[config.mk]
export PLATFORM = sky130hd
export DESIGN_NAME = sram_mcp2_ctrl
export DESIGN_NICKNAME = d
export VERILOG_FILES = /design/src/rtl/sram_mcp2_ctrl.sv
export SDC_FILE = /design/constraint.sdc
export NUM_CORES = 1
export LEC_CHECK = 0
export BUFFER_PORTS_ARGS = -buffer_cell sky130_fd_sc_hd__buf_2
export CAP_MARGIN = 25
export CORE_AREA = 8 8 223 225
export DETAILED_ROUTE_END_ITERATION = 10
export DIE_AREA = 0 0 231 233
export GPL_ROUTABILITY_DRIVEN = 0
export RECOVER_POWER = 50
export SLEW_MARGIN = 30
export SYNTH_ARGS = -nofsm -noshare
export SYNTH_HDL_FRONTEND = slang
export SYNTH_SLANG_ARGS = --single-unit
[constraint.sdc]
create_clock -name clock -period 1.64 [get_ports clock]
set_input_delay 0.328 -clock clock [delete_from_list [all_inputs] [get_ports clock]]
set_output_delay 0.328 -clock clock [all_outputs]
set_load 0.005 [all_outputs]
[src/rtl/sram_mcp2_ctrl.sv]
// sram_mcp2_ctrl: sequences one read and one write requester onto a single-port MCP2 SRAM macro
// Ports: clock, reset_n (async active-low); rd_valid/rd_addr/rd_ready and
// wr_valid/wr_addr/wr_data/wr_ready request channels; resp_valid/resp_data
// read return (4-cycle latency); init_done; sram_en/sram_wmode/sram_addr/
// sram_wdata/sram_rdata to the RW0 port of the macro wrapper.
// Optional: SRAM_MCP2_CTRL_INIT_EN zero-fills the whole array after reset.
module sram_mcp2_ctrl #(
  parameter int ADDR_W = 10,
  parameter int DATA_W = 137,
  parameter int DEPTH  = 1024
) (
  input  logic              clock,
  input  logic              reset_n,
  input  logic              rd_valid,
  input  logic [ADDR_W-1:0] rd_addr,
  output logic              rd_ready,
  input  logic              wr_valid,
  input  logic [ADDR_W-1:0] wr_addr,
  input  logic [DATA_W-1:0] wr_data,
  output logic              wr_ready,
  output logic              resp_valid,
  output logic [DATA_W-1:0] resp_data,
  output logic              init_done,
  output logic              sram_en,
  output logic              sram_wmode,
  output logic [ADDR_W-1:0] sram_addr,
  output logic [DATA_W-1:0] sram_wdata,
  input  logic [DATA_W-1:0] sram_rdata
);
  typedef enum logic [1:0] {INIT, IDLE, P0, P1} state_t;
  state_t state;
  logic last_grant;
  logic rd_tag;
  logic rd_pick;
  logic wr_pick;
  logic win;
  if (DEPTH != (1 << ADDR_W)) begin : g_depth_chk
    $error("sram_mcp2_ctrl: DEPTH must equal 2**ADDR_W");
  end
  // last_grant: 1 = write was granted last, so a tie goes to the read
  assign rd_pick  = rd_valid & (~wr_valid | last_grant);
  assign wr_pick  = wr_valid & ~rd_pick;
  // reset_n gating keeps both readies low while reset is held
  assign win      = reset_n & init_done & ((state == IDLE) | (state == P1));
  assign rd_ready = win & rd_pick;
  assign wr_ready = win & wr_pick;
`ifdef SRAM_MCP2_CTRL_INIT_EN
  // low bit selects the hold cycle, upper bits are the address being cleared
  logic [ADDR_W:0] init_cnt;
`else
  assign init_done = 1'b1;
`endif
  always_ff @(posedge clock or negedge reset_n) begin
    if (!reset_n) begin
`ifdef SRAM_MCP2_CTRL_INIT_EN
      state      <= INIT;
      init_done  <= 1'b0;
      init_cnt   <= '0;
`else
      state      <= IDLE;
`endif
      last_grant <= 1'b1;
      rd_tag     <= 1'b0;
      resp_valid <= 1'b0;
      resp_data  <= '0;
      sram_en    <= 1'b0;
      sram_wmode <= 1'b0;
      sram_addr  <= '0;
      sram_wdata <= '0;
    end else begin
      // a read leaving P1 has its data on sram_rdata during the next cycle
      rd_tag     <= (state == P1) & ~sram_wmode;
      resp_valid <= rd_tag;
      if (rd_tag) resp_data <= sram_rdata;
      case (state)
`ifdef SRAM_MCP2_CTRL_INIT_EN
        INIT: begin
          sram_en    <= 1'b1;
          sram_wmode <= 1'b1;
          sram_addr  <= init_cnt[ADDR_W:1];
          sram_wdata <= '0;
          init_cnt   <= init_cnt + 1'b1;
          if (&init_cnt) begin
            state     <= P1;
            init_done <= 1'b1;
          end
        end
`endif
        P0: state <= P1;
        default: begin
          if (rd_ready | wr_ready) begin
            state      <= P0;
            sram_en    <= 1'b1;
            sram_wmode <= wr_ready;
            sram_addr  <= wr_ready ? wr_addr : rd_addr;
            sram_wdata <= wr_ready ? wr_data : '0;
            last_grant <= wr_ready;
          end else begin
            state   <= IDLE;
            sram_en <= 1'b0;
          end
        end
      endcase
    end
  end
endmodule

==> results.env, run 1 <==
YS_FF_LATCH=291
LEAKAGEPOWER_nW=8.90
GROUTE.USAGE.OVERALL=0.142
GRT_ANTENNA_BEFORE_REPAIR=1
POST_SYNTH_MAIN_AREA_CONTRIBUTORS='sky130_fd_sc_hd__dfrtp_1 (68%), sky130_fd_sc_hd__mux2_2 (14%), sky130_fd_sc_hd__a22o_1 (11%), sky130_fd_sc_hd__buf_6 (1.4%), sky130_fd_sc_hd__a311o_1 (0.94%)'
VIOLATIONS='negative setup slack'
MAX_CAP_VIOLATIONS=0
ROUTE.FINAL.WIRE_LENGTH_UM=40800
CLOCK_SINK_COUNT=291
CLKSLEWWORSTSETUPHOLDPATHS_NS=0.06
MAX_SLEW_HEADROOM_AT_THE_WORST_PIN=0.119
WORSTSETUPPATHTYPE='reg -> out'
POST-DP-HPWL_UM=28000
SYNTH.YOSYS.WARNINGS=0
WORSTSETUPSTARTPOINTTYPE='flip-flop'
FINAL_NETS=1836
H-TREE-DEPTH=1
CLOCKBUFFERDEPTH=3
DR.PASS1.ITERS=5
YOSYSTOPAREACELL='sky130_fd_sc_hd__dfrtp_1'
GRT_SETUP_UNREPAIRED='yes'
PLACED_CELLS_INCL_TAPS=1840
POST_SYNTH_NUM_CELL_TYPES=21
TIMING.CRITICAL_PATH.ARRIVAL_NS=1.69
CRIT_PATH_END_KIND='output port'
POWER.DENSITY_CELL_AREA_nW_PER_UM2=1260
DETAILEDPLACE.WORSTSLACK_NS=-0.0142
TIMING.FINAL.CRIT_PERIOD_NS=2.02
REQUIRED_WORST_ENDPOINT_NS=1.31
NUM_ROWS=79
PERIOD_SHARE=1.23
INSTANCES_NO_FILL=2169
SKEW_NS=0.0239
SYNTH.AVG_CELL_AREA_UM2=16.0
FIRST_ITER_VIOLATIONS=370
GRT_FIRST_PASS_WIRELENGTH_UM=61600
SYN2LAYOUT_AREA_GROWTH_PCT=69.7
GRT.OVERFLOW.TOTAL=0
POST_DRT_WL_PER_CELL_UM=18.8
POWER.IR.VDD_WORST_V=0.000760
POSTSYNTHNETCOUNT=965
HOLD_VIOL_FINAL=0
CLOCK_TREE_FROM_TRITONCTS='done'
HOLD_PATH.CLASS='in -> reg'
SETUP_TOTAL_NEGATIVE_SLACK_NS=-11.65
DIE-HEIGHT_UM=233
SLEW_VIOLATIONS=0
DRT.ANTENNA.VIOLATING_NETS=0
FMAX_GHz=0.495
IOPINCOUNT=588
PORT-BUFFER-COUNT=586
AVGVIACOUNTPERCELL=4.32
SYN_INST=667
CTS.ROOT.BUFFER_CELL='sky130_fd_sc_hd__clkbuf_16'
CORE_AREA_UM2=46100
FINAL_LAYOUT_SIZE_SUFFIX_GT1_FRAC=0.489
RUN_STATUS='complete, but fails checks'
EFFECTIVE_UTILIZATION_AT_FLOORPLAN=0.232
P_TOTAL_mW=22.8
WORST_PIN_SLEW_NS=1.32
DIE-AREA_UM2=53800
CLOCK_INSERTION_DELAY_WORST_SKEW_NS=0.57
N_FILL_CELL=4293
GRT_PASS1_VIAS=10669
WORST-PATH-MAX-FANOUT=3
POST-ROUTE-UTIL=0.394
ROUTE.DETAILED.DRC=0
SYNTH_SEQUENTIAL_AREA_RATIO=0.682
YOSYS.AREA.TOP_TYPE_SHARE=0.677
CTS_INSERTED_BUFFERS=31
LAYOUT_SETUP_WS_NS=-0.381
GRT_START_MAX_NET_PINS=148
MAPPEDNETLISTAREA_UM2=10700
DIE_W_UM=231
FINALSETUPVIOLATIONS=138
DR_TOTAL_VIAS=9365
worst paths after layout:
check                            endpoint       startpoint  depth (start not counted)  slack (ns)
max                              wr_ready         state[0]                          4       -0.38
min                        resp_data[133]  sram_rdata[133]                          2        0.03
max reg2reg                sram_wdata[72]         state[0]                          6       -0.12
min reg2reg                    last_grant       last_grant                          2        0.47
max in group asynchronous    resp_data[3]          reset_n                          3        0.15
min in group asynchronous          rd_tag          reset_n                          3        0.31
cells in the mapped netlist (all sizes together):
library cell  count
and2             11
dfrtp           289
nand2             7
a311o            10
nor3b            10
dfstp             2
nand3b            1
or3               1
a22o            137
mux2            137
conb              1
inv               4
clkbuf           19
nand3             1
o21ai             2
nor2              4
buf              31
state kept, by name, summed over array words and instances, names as in the netlist:
signal and flops:
sram_wmode 1, state 2, sram_addr 10, sram_en 1, last_grant 1, rd_tag 1, resp_data 137, sram_wdata 137
resp_valid 1
layout make-up:
type                            count  area, um2  share of cell area
Clock inverter                     12        144             0.00794
Clock buffer                       44        895              0.0493
Inverter                            4       22.5             0.00124
Sequential cell                   291       7290               0.402
Antenna cell                        1       2.50            0.000138
Tap cell                          607        759              0.0419
Timing Repair Buffer              888       5950               0.328
Multi-Input combinational cell    322       3070               0.169
worst max-delay path, cell delays in order (launching register included):
cell and delay (ns):
sky130_fd_sc_hd__dfstp_2 0.53, sky130_fd_sc_hd__nand2_2 0.06, sky130_fd_sc_hd__or3_4 0.37, sky130_fd_sc_hd__inv_8 0.06
sky130_fd_sc_hd__buf_2 0.10
metrics by stage:
step,hold slack [ns],cell area [um2]
after floorplan,0.0324,10700
after global placement,0.462,14400
after detailed placement,0.462,14400
after CTS,0.000975,18200
after global routing,0.00890,18100
final,0.0265,18100
repair_timing:
action,CTS,global route
setup endpoints to repair,2,138
pin swaps,1,0
cloned,0,2
resized for setup,3,0
buffers inserted,1,0
hold endpoints to repair,371,0
hold buffers,269,0
power by group:
group          internal [mW]  switching (mW)  leakage, nW  total (mW)
Clock                   4.24            2.85        0.510        7.10
Sequential              9.00            1.04         3.58        10.0
Combinational           3.30            2.40         4.80        5.70
Total                   16.5            6.30         8.90        22.8
logic make-up after synthesis:
logic type | Yosys count | synth area share
mux | 137 | 0.144
simple gates | 35 | 0.0196
buf+inv | 54 | 0.0314
other cells | 1 | 0.000351
compound gates | 149 | 0.123
flops | 291 | 0.682
layer usage:
| layer | GRT usage | vias up | share of wire |
|---|---|---|---|
| li1 | - | 4195 | - |
| met1 | 0.156 | 4580 | 0.37 |
| met2 | 0.253 | 497 | 0.51 |
| met3 | 0.0395 | 93 | 0.078 |
| met4 | 0.0608 | 0 | 0.038 |
| met5 | 0 | - | 0 |
cell usage in the layout (no fill, tap or decap), types with 2 or more instances in the layout:
cell type and instances:
sky130_fd_sc_hd__clkbuf_8 8, sky130_fd_sc_hd__dfstp_2 2, sky130_fd_sc_hd__inv_1 2, sky130_fd_sc_hd__buf_2 538
sky130_fd_sc_hd__o21ai_0 2, sky130_fd_sc_hd__buf_12 7, sky130_fd_sc_hd__dlygate4sd3_1 269, sky130_fd_sc_hd__nand2_1 6
sky130_fd_sc_hd__buf_8 2, sky130_fd_sc_hd__a311o_1 10, sky130_fd_sc_hd__a22o_1 137, sky130_fd_sc_hd__and2_1 11
sky130_fd_sc_hd__nor3b_1 10, sky130_fd_sc_hd__clkbuf_1 54, sky130_fd_sc_hd__clkinv_2 6, sky130_fd_sc_hd__clkinvlp_4 2
sky130_fd_sc_hd__clkbuf_16 33, sky130_fd_sc_hd__mux2_2 137, sky130_fd_sc_hd__bufinv_16 3, sky130_fd_sc_hd__nor2_1 4
sky130_fd_sc_hd__dfrtp_1 288, sky130_fd_sc_hd__buf_4 17
(Power assumes the default switching activity.)
==> inputs of run 2 (changes only) <==
--- a/config.mk
+++ b/config.mk
@@ -5,12 +5,13 @@
 export SDC_FILE = /design/constraint.sdc
 export NUM_CORES = 1
 export LEC_CHECK = 0
-export BUFFER_PORTS_ARGS = -buffer_cell sky130_fd_sc_hd__buf_2
 export CAP_MARGIN = 25
 export CORE_AREA = 8 8 223 225
 export DETAILED_ROUTE_END_ITERATION = 10
 export DIE_AREA = 0 0 231 233
+export DONT_BUFFER_PORTS = 1
 export GPL_ROUTABILITY_DRIVEN = 0
+export GPL_TIMING_DRIVEN = 0
 export RECOVER_POWER = 50
 export SLEW_MARGIN = 30
 export SYNTH_ARGS = -nofsm -noshare
==> results.env, run 2 <==
IOPINCOUNT=588  # unchanged
SYNTH.AVG_CELL_AREA_UM2=16.0  # unchanged
H-TREE-DEPTH=1  # unchanged
POST-DP-HPWL_UM=26600  # -5.1%
LAST_STAGE='4_1_cts'
CTS_HOLD_BUF=268  # -0.37%
POST_SYNTH_MAIN_AREA_CONTRIBUTORS='sky130_fd_sc_hd__dfrtp_1 (68%), sky130_fd_sc_hd__mux2_2 (14%), sky130_fd_sc_hd__a22o_1 (11%), sky130_fd_sc_hd__buf_6 (1.4%), sky130_fd_sc_hd__a311o_1 (0.94%)'
YOSYS_MOST_USED_DFF='sky130_fd_sc_hd__dfrtp_1'
POSTCTSSETUPBUFFERS=9  # +8
PORT-BUFFER-COUNT=0  # -100%
CTS.ROOT.BUFFER_CELL='sky130_fd_sc_hd__clkbuf_16'
CTS_INSERTED_BUFFERS=28  # -9.7%
PLACED_CELLS_INCL_TAPS=1274  # -31%
YOSYS.AREA.TOP_TYPE_SHARE=0.677  # unchanged
POSTCTS_RESIZE_CNT=48  # +45
YS_FF_LATCH=291  # unchanged
SYNTH_SEQUENTIAL_AREA_RATIO=0.682  # unchanged
SYNTH.YOSYS.WARNINGS=0  # unchanged
POST_SYNTH_NUM_CELL_TYPES=21  # unchanged
YOSYS.CELL_COUNT.TOP_TYPE='sky130_fd_sc_hd__dfrtp_1'
SYN_INST=667  # unchanged
NUM_ROWS=79  # unchanged
TOOLERRORMSG='[ERROR RSZ-0060] Max buffer count reached.'
SYNTH_TOP_CELLS_BY_COUNT='sky130_fd_sc_hd__dfrtp_1 (289), sky130_fd_sc_hd__a22o_1 (137), sky130_fd_sc_hd__mux2_2 (137)'
YOSYSTOPAREACELL='sky130_fd_sc_hd__dfrtp_1'
CLOCK_SINK_COUNT=291  # unchanged
DIE-HEIGHT_UM=233  # unchanged
POSTSYNTHNETCOUNT=965  # unchanged
MAPPEDNETLISTAREA_UM2=10700  # unchanged
ASYNCSETRESETFLOPFRACSYNTH=1.00  # unchanged
EFFECTIVE_UTILIZATION_AT_FLOORPLAN=0.232  # unchanged
CLOCKBUFFERDEPTH=3  # unchanged
RUN_STATUS='aborted with a tool error'
SYNTH-EDFF-COUNT=0  # unchanged
DIE_W_UM=231  # unchanged
[run 2: cell counts after synthesis]
Identical to the previous run, type by type.
[run 2: cell families after synthesis]
family          count (synthesis)  synth area share
mux                           137             0.144
simple gates                   35            0.0196
flops                         291             0.682
other cells                     1          0.000351
compound gates                149             0.123
buf+inv                        54            0.0314
[run 2: metrics by stage]
step	hold WS, ns	TNS, ns	utilization	setup WS (ns)	instance area [um2]
floorplan	0.0324	0	-	0.0973	10700
global placement	0.0401	-51.45	0.248	-0.578	11400
detailed placement	0.0404	-64.83	0.248	-0.659	11400
==> inputs of run 3 (changes only) <==
--- a/config.mk
+++ b/config.mk
@@ -6,12 +6,13 @@
 export NUM_CORES = 1
 export LEC_CHECK = 0
 export CAP_MARGIN = 25
-export CORE_AREA = 8 8 223 225
+export CORE_AREA = 8 8 222 224
 export DETAILED_ROUTE_END_ITERATION = 10
-export DIE_AREA = 0 0 231 233
+export DIE_AREA = 0 0 230 232
 export DONT_BUFFER_PORTS = 1
 export GPL_ROUTABILITY_DRIVEN = 0
 export GPL_TIMING_DRIVEN = 0
+export PLACE_DENSITY_LB_ADDON = 0.15
 export RECOVER_POWER = 50
 export SLEW_MARGIN = 30
 export SYNTH_ARGS = -nofsm -noshare
==> constraint.sdc (replaced) <==
create_clock -name clock -period 2.13 [get_ports clock]
set_input_delay 0.426 -clock clock [delete_from_list [all_inputs] [get_ports clock]]
set_output_delay 0.426 -clock clock [all_outputs]
set_load 0.005 [all_outputs]
==> results.env, run 3 (synthesis gave the netlist of run 1 again) <==
RUN_STATUS='complete, but fails checks'
VIOLATIONS='negative hold slack'
CTS_INSERTED_BUFFERS=34  # +21%
SLEW_VIOLATIONS=0
IOPINCOUNT=588  # unchanged
POST-ROUTE-UTIL=0.285
DIE-HEIGHT_UM=232  # -0.43%
SWITCHING_SHARE=0.272
PERIOD_SHARE=0.975
FIRST_ITER_VIOLATIONS=233
RRSETUPSLACK_NS=0.19
CRIT_PATH_END_KIND='output port'
DPL-INSTANCE-AREA_UM2=11400  # unchanged
WORSTSETUPPATHTYPE='reg -> out'
FINAL_LAYOUT_SIZE_SUFFIX_GT1_FRAC=0.289
CLOCK_SINK_COUNT=291  # unchanged
HOLD_VIOL_FINAL=291
GRT.OVERFLOW.TOTAL=0
CTS_HOLD_BUF=50  # -81%
MOSTFREQUENTLAYOUTCELL='sky130_fd_sc_hd__dfrtp_1'
GRT_PASS1_VIAS=7213
TIMING.CRITICAL_PATH.BUF_INV=2
WORSTSETUPSTARTPOINTTYPE='flip-flop'
PORT-BUFFER-COUNT=0  # unchanged
GRT_START_MAX_NET_PINS=294
CP_CELL_INSTANCES='nand2_2 -> or3_4 -> clkinv_4 -> buf_8'
CLOCKBUFFERDEPTH=3  # unchanged
H-TREE-DEPTH=2  # +1
P_INT_mW=11.5
DRT.ANTENNA.VIOLATING_NETS=0
TIMING.CRITICAL_PATH.ARRIVAL_NS=1.65
FINAL_CELL_MIX='sky130_fd_sc_hd__dfrtp_1 (289), sky130_fd_sc_hd__mux2_2 (137), sky130_fd_sc_hd__a22o_1 (137)'
LEAKAGEPOWER_nW=5.72
GRT_SETUP_UNREPAIRED='yes'
DIE_W_UM=230  # -0.43%
COMBPWRFRAC=0.122
TIMING.FINAL.CRIT_PERIOD_NS=2.08
LARGESTREGISTERS='resp_data x137, sram_wdata x137, sram_addr x10'
SKEW_NS=0.00832
DR.PASS1.ITERS=4
POST_DRT_WL_PER_CELL_UM=26.2
WORST_PIN_SLEW_NS=0.588
CLKSLEWWORSTSETUPHOLDPATHS_NS=0.06
P_TOTAL_mW=15.9
MAX_SLEW_HEADROOM_AT_THE_WORST_PIN=0.608
CLOCK_TREE_FROM_TRITONCTS='done'
INSTANCES_NO_FILL=1387
GRT_FIRST_PASS_WIRELENGTH_UM=52700
CPMAXSTAGEDELAYCELL='sky130_fd_sc_hd__dfstp_2'
DR_TOTAL_VIAS=6364
GRT_ANTENNA_BEFORE_REPAIR=4
WORST-PATH-MAX-FANOUT=5
MAX_CAP_VIOLATIONS=0
CTS.ROOT.BUFFER_CELL='sky130_fd_sc_hd__clkbuf_16'
P_SWITCHING_mW=4.31
SHARE_CLK_OF_TOTAL_POWER=0.349
CORE_AREA_UM2=45900
STDCELL_AREA_UM2=13100
FINAL_NETS=1056
CLOCK_INSERTION_DELAY_WORST_SKEW_NS=0.51
EFFECTIVE_UTILIZATION_AT_FLOORPLAN=0.233  # +0.00100
AVGVIACOUNTPERCELL=4.59
WORST_R2R_ENDPOINT='sram_wdata[101]'
SETUP_TOTAL_NEGATIVE_SLACK_NS=0
GROUTE.USAGE.OVERALL=0.130
CRITICAL_PATH.TOP_DELAY_FAMILY='flip-flops'
SYN2LAYOUT_AREA_GROWTH_PCT=22.5
R2R_START='state[0]'
SEQ_POWER_SHARE=0.529
FINALSETUPVIOLATIONS=0
DIE-AREA_UM2=53400
HOLD_SLACK_NS=-0.383
POWER.IR.VDD_WORST_V=0.000561
NUM_ROWS=79  # unchanged
POST-DP-HPWL_UM=28500  # +7.3%
REQUIRED_WORST_ENDPOINT_NS=1.70
ROUTE.FINAL.WIRE_LENGTH_UM=36400
ROUTE.DETAILED.DRC=0
POWER.DENSITY_CELL_AREA_nW_PER_UM2=1210
FMAX_GHz=0.482
HOLD_PATH.CLASS='in -> async'
PLACED_CELLS_INCL_TAPS=1274  # unchanged
CPPEAKSTAGEDELAY_NS=0.54
WORST_REG_TO_REG_CELLS=7
-- run 3: final cells by class --
class | count | area, um2
fill | 4656 | 32800
multi-input combinational | 322 | 3070
timing repair buffer | 55 | 563
antenna | 1 | 2.50
clock buffer | 51 | 998
buffer | 50 | 332
tap | 607 | 759
clock inverter | 6 | 62.6
inverter | 4 | 20.0
sequential | 291 | 7280
-- run 3: stage by stage --
| stage | hold WS, ns | setup WS, ns |
|---|---|---|
| finish | -0.383 | 0.0539 |
| global placement | 0.145 | -0.0507 |
| detailed placement | 0.141 | -0.170 |
| floorplan | 0.130 | 0.485 |
| global route | -0.438 | -0.0160 |
| CTS | -0.436 | -0.0526 |
-- run 3: worst max-delay path by stage --
stage | start | end | slack [ns] | depth (start not counted)
6_report | state[0] | wr_ready | 0.05 | 4
5_1_grt | state[0] | wr_ready | -0.02 | 4
4_1_cts | state[0] | wr_ready | -0.05 | 4
3_5_place_dp | reset_n | sram_wdata[101] | -0.17 | 6
3_3_place_gp | reset_n | sram_wdata[57] | -0.05 | 6
2_1_floorplan | rd_valid | wr_ready | 0.48 | 4
-- run 3: power groups by stage --
stage | Sequential, mW | Combinational [mW] | Clock (mW)
5_1_grt | 8.59 | 2.13 | 6.03
3_5_place_dp | 8.53 | 1.88 | 0
6_report | 8.38 | 1.93 | 5.54
4_1_cts | 8.46 | 1.97 | 5.81
3_3_place_gp | 8.60 | 1.76 | 0
2_1_floorplan | 7.82 | 1.56 | 0
-- run 3: what timing repair did --
action | 4_1_cts | 5_1_grt
buffers inserted | 4 | 0
pin swaps | 1 | 1
endpoints found under the setup margin | 1 | 25
gates resized for setup | 6 | 3
gates cloned | 1 | 0
endpoints found under the hold margin | 341 | 291
-- run 3: routing by layer --
metal  routed length, um  track usage
met5                  33            0
met4                1100       0.0487
met3                4710       0.0706
met2               19100        0.233
met1               11500        0.125
==> inputs of run 4 (changes only) <==
--- a/config.mk
+++ b/config.mk
@@ -14,6 +14,7 @@
 export GPL_TIMING_DRIVEN = 0
 export PLACE_DENSITY_LB_ADDON = 0.15
 export RECOVER_POWER = 50
+export REMOVE_ABC_BUFFERS = 1
 export SLEW_MARGIN = 30
 export SYNTH_ARGS = -nofsm -noshare
 export SYNTH_HDL_FRONTEND = slang
==> results.env, run 4 (synthesis gave the netlist of run 1 again) <==
CLOCKBUFFERDEPTH=3  # unchanged
FMAX_GHz=0.462  # -4.1%
NUM_ROWS=79  # unchanged
GRT_ANTENNA_BEFORE_REPAIR=7  # +3
DIE_W_UM=230  # unchanged
SKEW_NS=0.0110  # +0.00272 ns
EFFECTIVE_UTILIZATION_AT_FLOORPLAN=0.233  # unchanged
CTS.ROOT.BUFFER_CELL='sky130_fd_sc_hd__clkbuf_16'
TIMING.FINAL.CRIT_PERIOD_NS=2.16  # +0.0886 ns
H-TREE-DEPTH=2  # unchanged
CLKSLEWWORSTSETUPHOLDPATHS_NS=0.06  # about the same
RUN_STATUS='complete, but fails checks'
WIRELENGTH_MET1_UM=11500  # -0.36%
WORSTSETUPPATHTYPE='reg -> out'
FINALSETUPVIOLATIONS=27  # +27
SYN2LAYOUT_AREA_GROWTH_PCT=24.5
PORT-BUFFER-COUNT=0  # unchanged
HOLD_PATH.CLASS='in -> async'
POWER.DENSITY_CELL_AREA_nW_PER_UM2=1220  # +0.69%
AVGVIACOUNTPERCELL=4.55  # -0.78%
FINAL_LAYOUT_SIZE_SUFFIX_GT1_FRAC=0.284  # -0.00499
DIE-AREA_UM2=53400  # unchanged
GRT_SETUP_UNREPAIRED='yes'
HOLD_SLACK_NS=-0.387  # -0.00439 ns
CLOCK_TREE_FROM_TRITONCTS='done'
DIE-HEIGHT_UM=232  # unchanged
PERIOD_SHARE=1.02  # +0.0416
WORST_PIN_SLEW_NS=0.633  # +0.0447 ns
LARGESTREGISTERS='resp_data x137, sram_wdata x137, sram_addr x10'
TIMING.CRITICAL_PATH.ARRIVAL_NS=1.74  # +0.09 ns
CORE_AREA_UM2=45900  # unchanged
WORSTSETUPSTARTPOINTTYPE='flip-flop'
DRT.ANTENNA.VIOLATING_NETS=0  # unchanged
IOPINCOUNT=588  # unchanged
SETUP_TOTAL_NEGATIVE_SLACK_NS=-0.301  # -0.301 ns
FINAL_CELL_MIX='sky130_fd_sc_hd__dfrtp_1 (288), sky130_fd_sc_hd__mux2_2 (137), sky130_fd_sc_hd__a22o_1 (137)'
MET3_WIRE_LEN_UM=4830  # +2.4%
DR_TOTAL_VIAS=6246  # -1.9%
LEAKAGEPOWER_nW=5.77  # +0.89%
CTS_INSERTED_BUFFERS=34  # unchanged
CLOCK_INSERTION_DELAY_WORST_SKEW_NS=0.51  # about the same
CTS_HOLD_BUF=68  # +36%
CRIT_PATH_END_KIND='output port'
REQUIRED_WORST_ENDPOINT_NS=1.70  # about the same
ROUTE.DETAILED.DRC=0  # unchanged
POST_DRT_WL_PER_CELL_UM=26.3  # +0.22%
MOSTFREQUENTLAYOUTCELL='sky130_fd_sc_hd__dfrtp_1'
MAX_SLEW_HEADROOM_AT_THE_WORST_PIN=0.578  # -0.0298
ROUTE.FINAL.WIRE_LENGTH_UM=36100  # -0.86%
GRT.OVERFLOW.TOTAL=0  # unchanged
POWER.IR.VDD_WORST_V=0.000609  # +8.6%
FIRST_ITER_VIOLATIONS=211  # -9.4%
SLEW_VIOLATIONS=0  # unchanged
GRT_PASS1_VIAS=6989  # -3.1%
FINAL_NETS=1037  # -1.8%
POST-DP-HPWL_UM=26100  # -8.4%
DETAILEDPLACE.WORSTSLACK_NS=-0.407  # -0.236 ns
TOP_LAYER='met5'
GRT_START_MAX_NET_PINS=294  # unchanged
LAYOUT_SETUP_WS_NS=-0.0346  # -0.0886 ns
MAX_CAP_VIOLATIONS=0  # unchanged
HOLD_VIOL_FINAL=291  # unchanged
ROUTE.MET2.WL_UM=18700  # -1.7%
WORST-PATH-MAX-FANOUT=5  # unchanged
GROUTE.USAGE.OVERALL=0.128  # -0.00253
CLOCK_SINK_COUNT=291  # unchanged
DR.PASS1.ITERS=4  # unchanged
GRT_FIRST_PASS_WIRELENGTH_UM=51800  # -1.7%
VIOLATIONS='negative hold slack, negative setup slack'
[run 4: cell types whose count changed in the layout (fill, tap and decap cells not counted), moves of 3 or more]
cell                            delta
sky130_fd_sc_hd__clkbuf_1         -24
sky130_fd_sc_hd__buf_2            -15
sky130_fd_sc_hd__diode_2           +3
sky130_fd_sc_hd__clkbuf_8          +5
sky130_fd_sc_hd__buf_6            -12
sky130_fd_sc_hd__buf_16            +3
sky130_fd_sc_hd__bufbuf_16         +3
sky130_fd_sc_hd__dlygate4sd3_1    +18
[run 4: stage by stage]
step / hold slack [ns] / std cells / util / instance area [um2] / power, mW
after floorplan: 0.130 / 617 / - / 10400 / 9.36
after global placement: 0.145 / 1224 / 0.243 / 11100 / 10.4
after detailed placement: 0.140 / 1228 / 0.245 / 11200 / 10.4
after CTS: -0.440 / 1368 / 0.290 / 13300 / 16.6
after global routing: -0.444 / 1372 / 0.290 / 13300 / 17.0
final: -0.387 / 1372 / 0.290 / 13300 / 16.2
[run 4: layer usage]
metal | up-vias | GRT usage
met4 | 2 | 0.0481
met3 | 60 | 0.0717
met1 | 3118 | 0.123
met5 | - | 0
met2 | 451 | 0.227
li1 | 2615 | -
[run 4: power by group]
group | switching (mW) | internal (mW)
clock network | 2.23 | 3.63
logic | 0.657 | 1.27
registers | 1.49 | 6.94
total | 4.38 | 11.8
[run 4: critical path, stage by stage (launching register included)]
cell	delay [ns]
sky130_fd_sc_hd__dfstp_2	0.54
sky130_fd_sc_hd__nand2_2	0.06
sky130_fd_sc_hd__or3_4	0.41
sky130_fd_sc_hd__inv_16	0.09
sky130_fd_sc_hd__buf_16	0.12
[run 4: repair_timing]
| action | 4_1_cts | 5_1_grt |
|---|---|---|
| endpoints found under the hold margin | 359 | 291 |
| pin swaps | 1 | 1 |
| gates resized for setup | 8 | 0 |
| cloned | 6 | 0 |
| setup endpoints to repair | 149 | 80 |
| buffers inserted | 8 | 0 |
[run 4: cell type report]
type	instances	area, um2
well taps	607	759
fillers	4604	32600
flip-flops and latches	291	7290
diodes	4	10.0
repair inverters	2	17.5
clock buffers	50	1040
multi-input cells	322	3070
repair buffers	84	977
inverters	4	36.3
clock inverters	8	95.1
[run 4: worst paths after layout]
path                             start        endpoint  slack, ns  cells after the start
max in group asynchronous      reset_n        state[0]       2.14                      0
min in group clock         wr_data[28]  sram_wdata[28]       0.05                      1
hold / removal                 reset_n  resp_data[103]      -0.39                      0
setup / recovery              state[0]        wr_ready      -0.03                      4
setup reg to reg              state[0]  sram_wdata[91]      -0.02                      5
hold reg to reg             last_grant      last_grant       0.47                      2
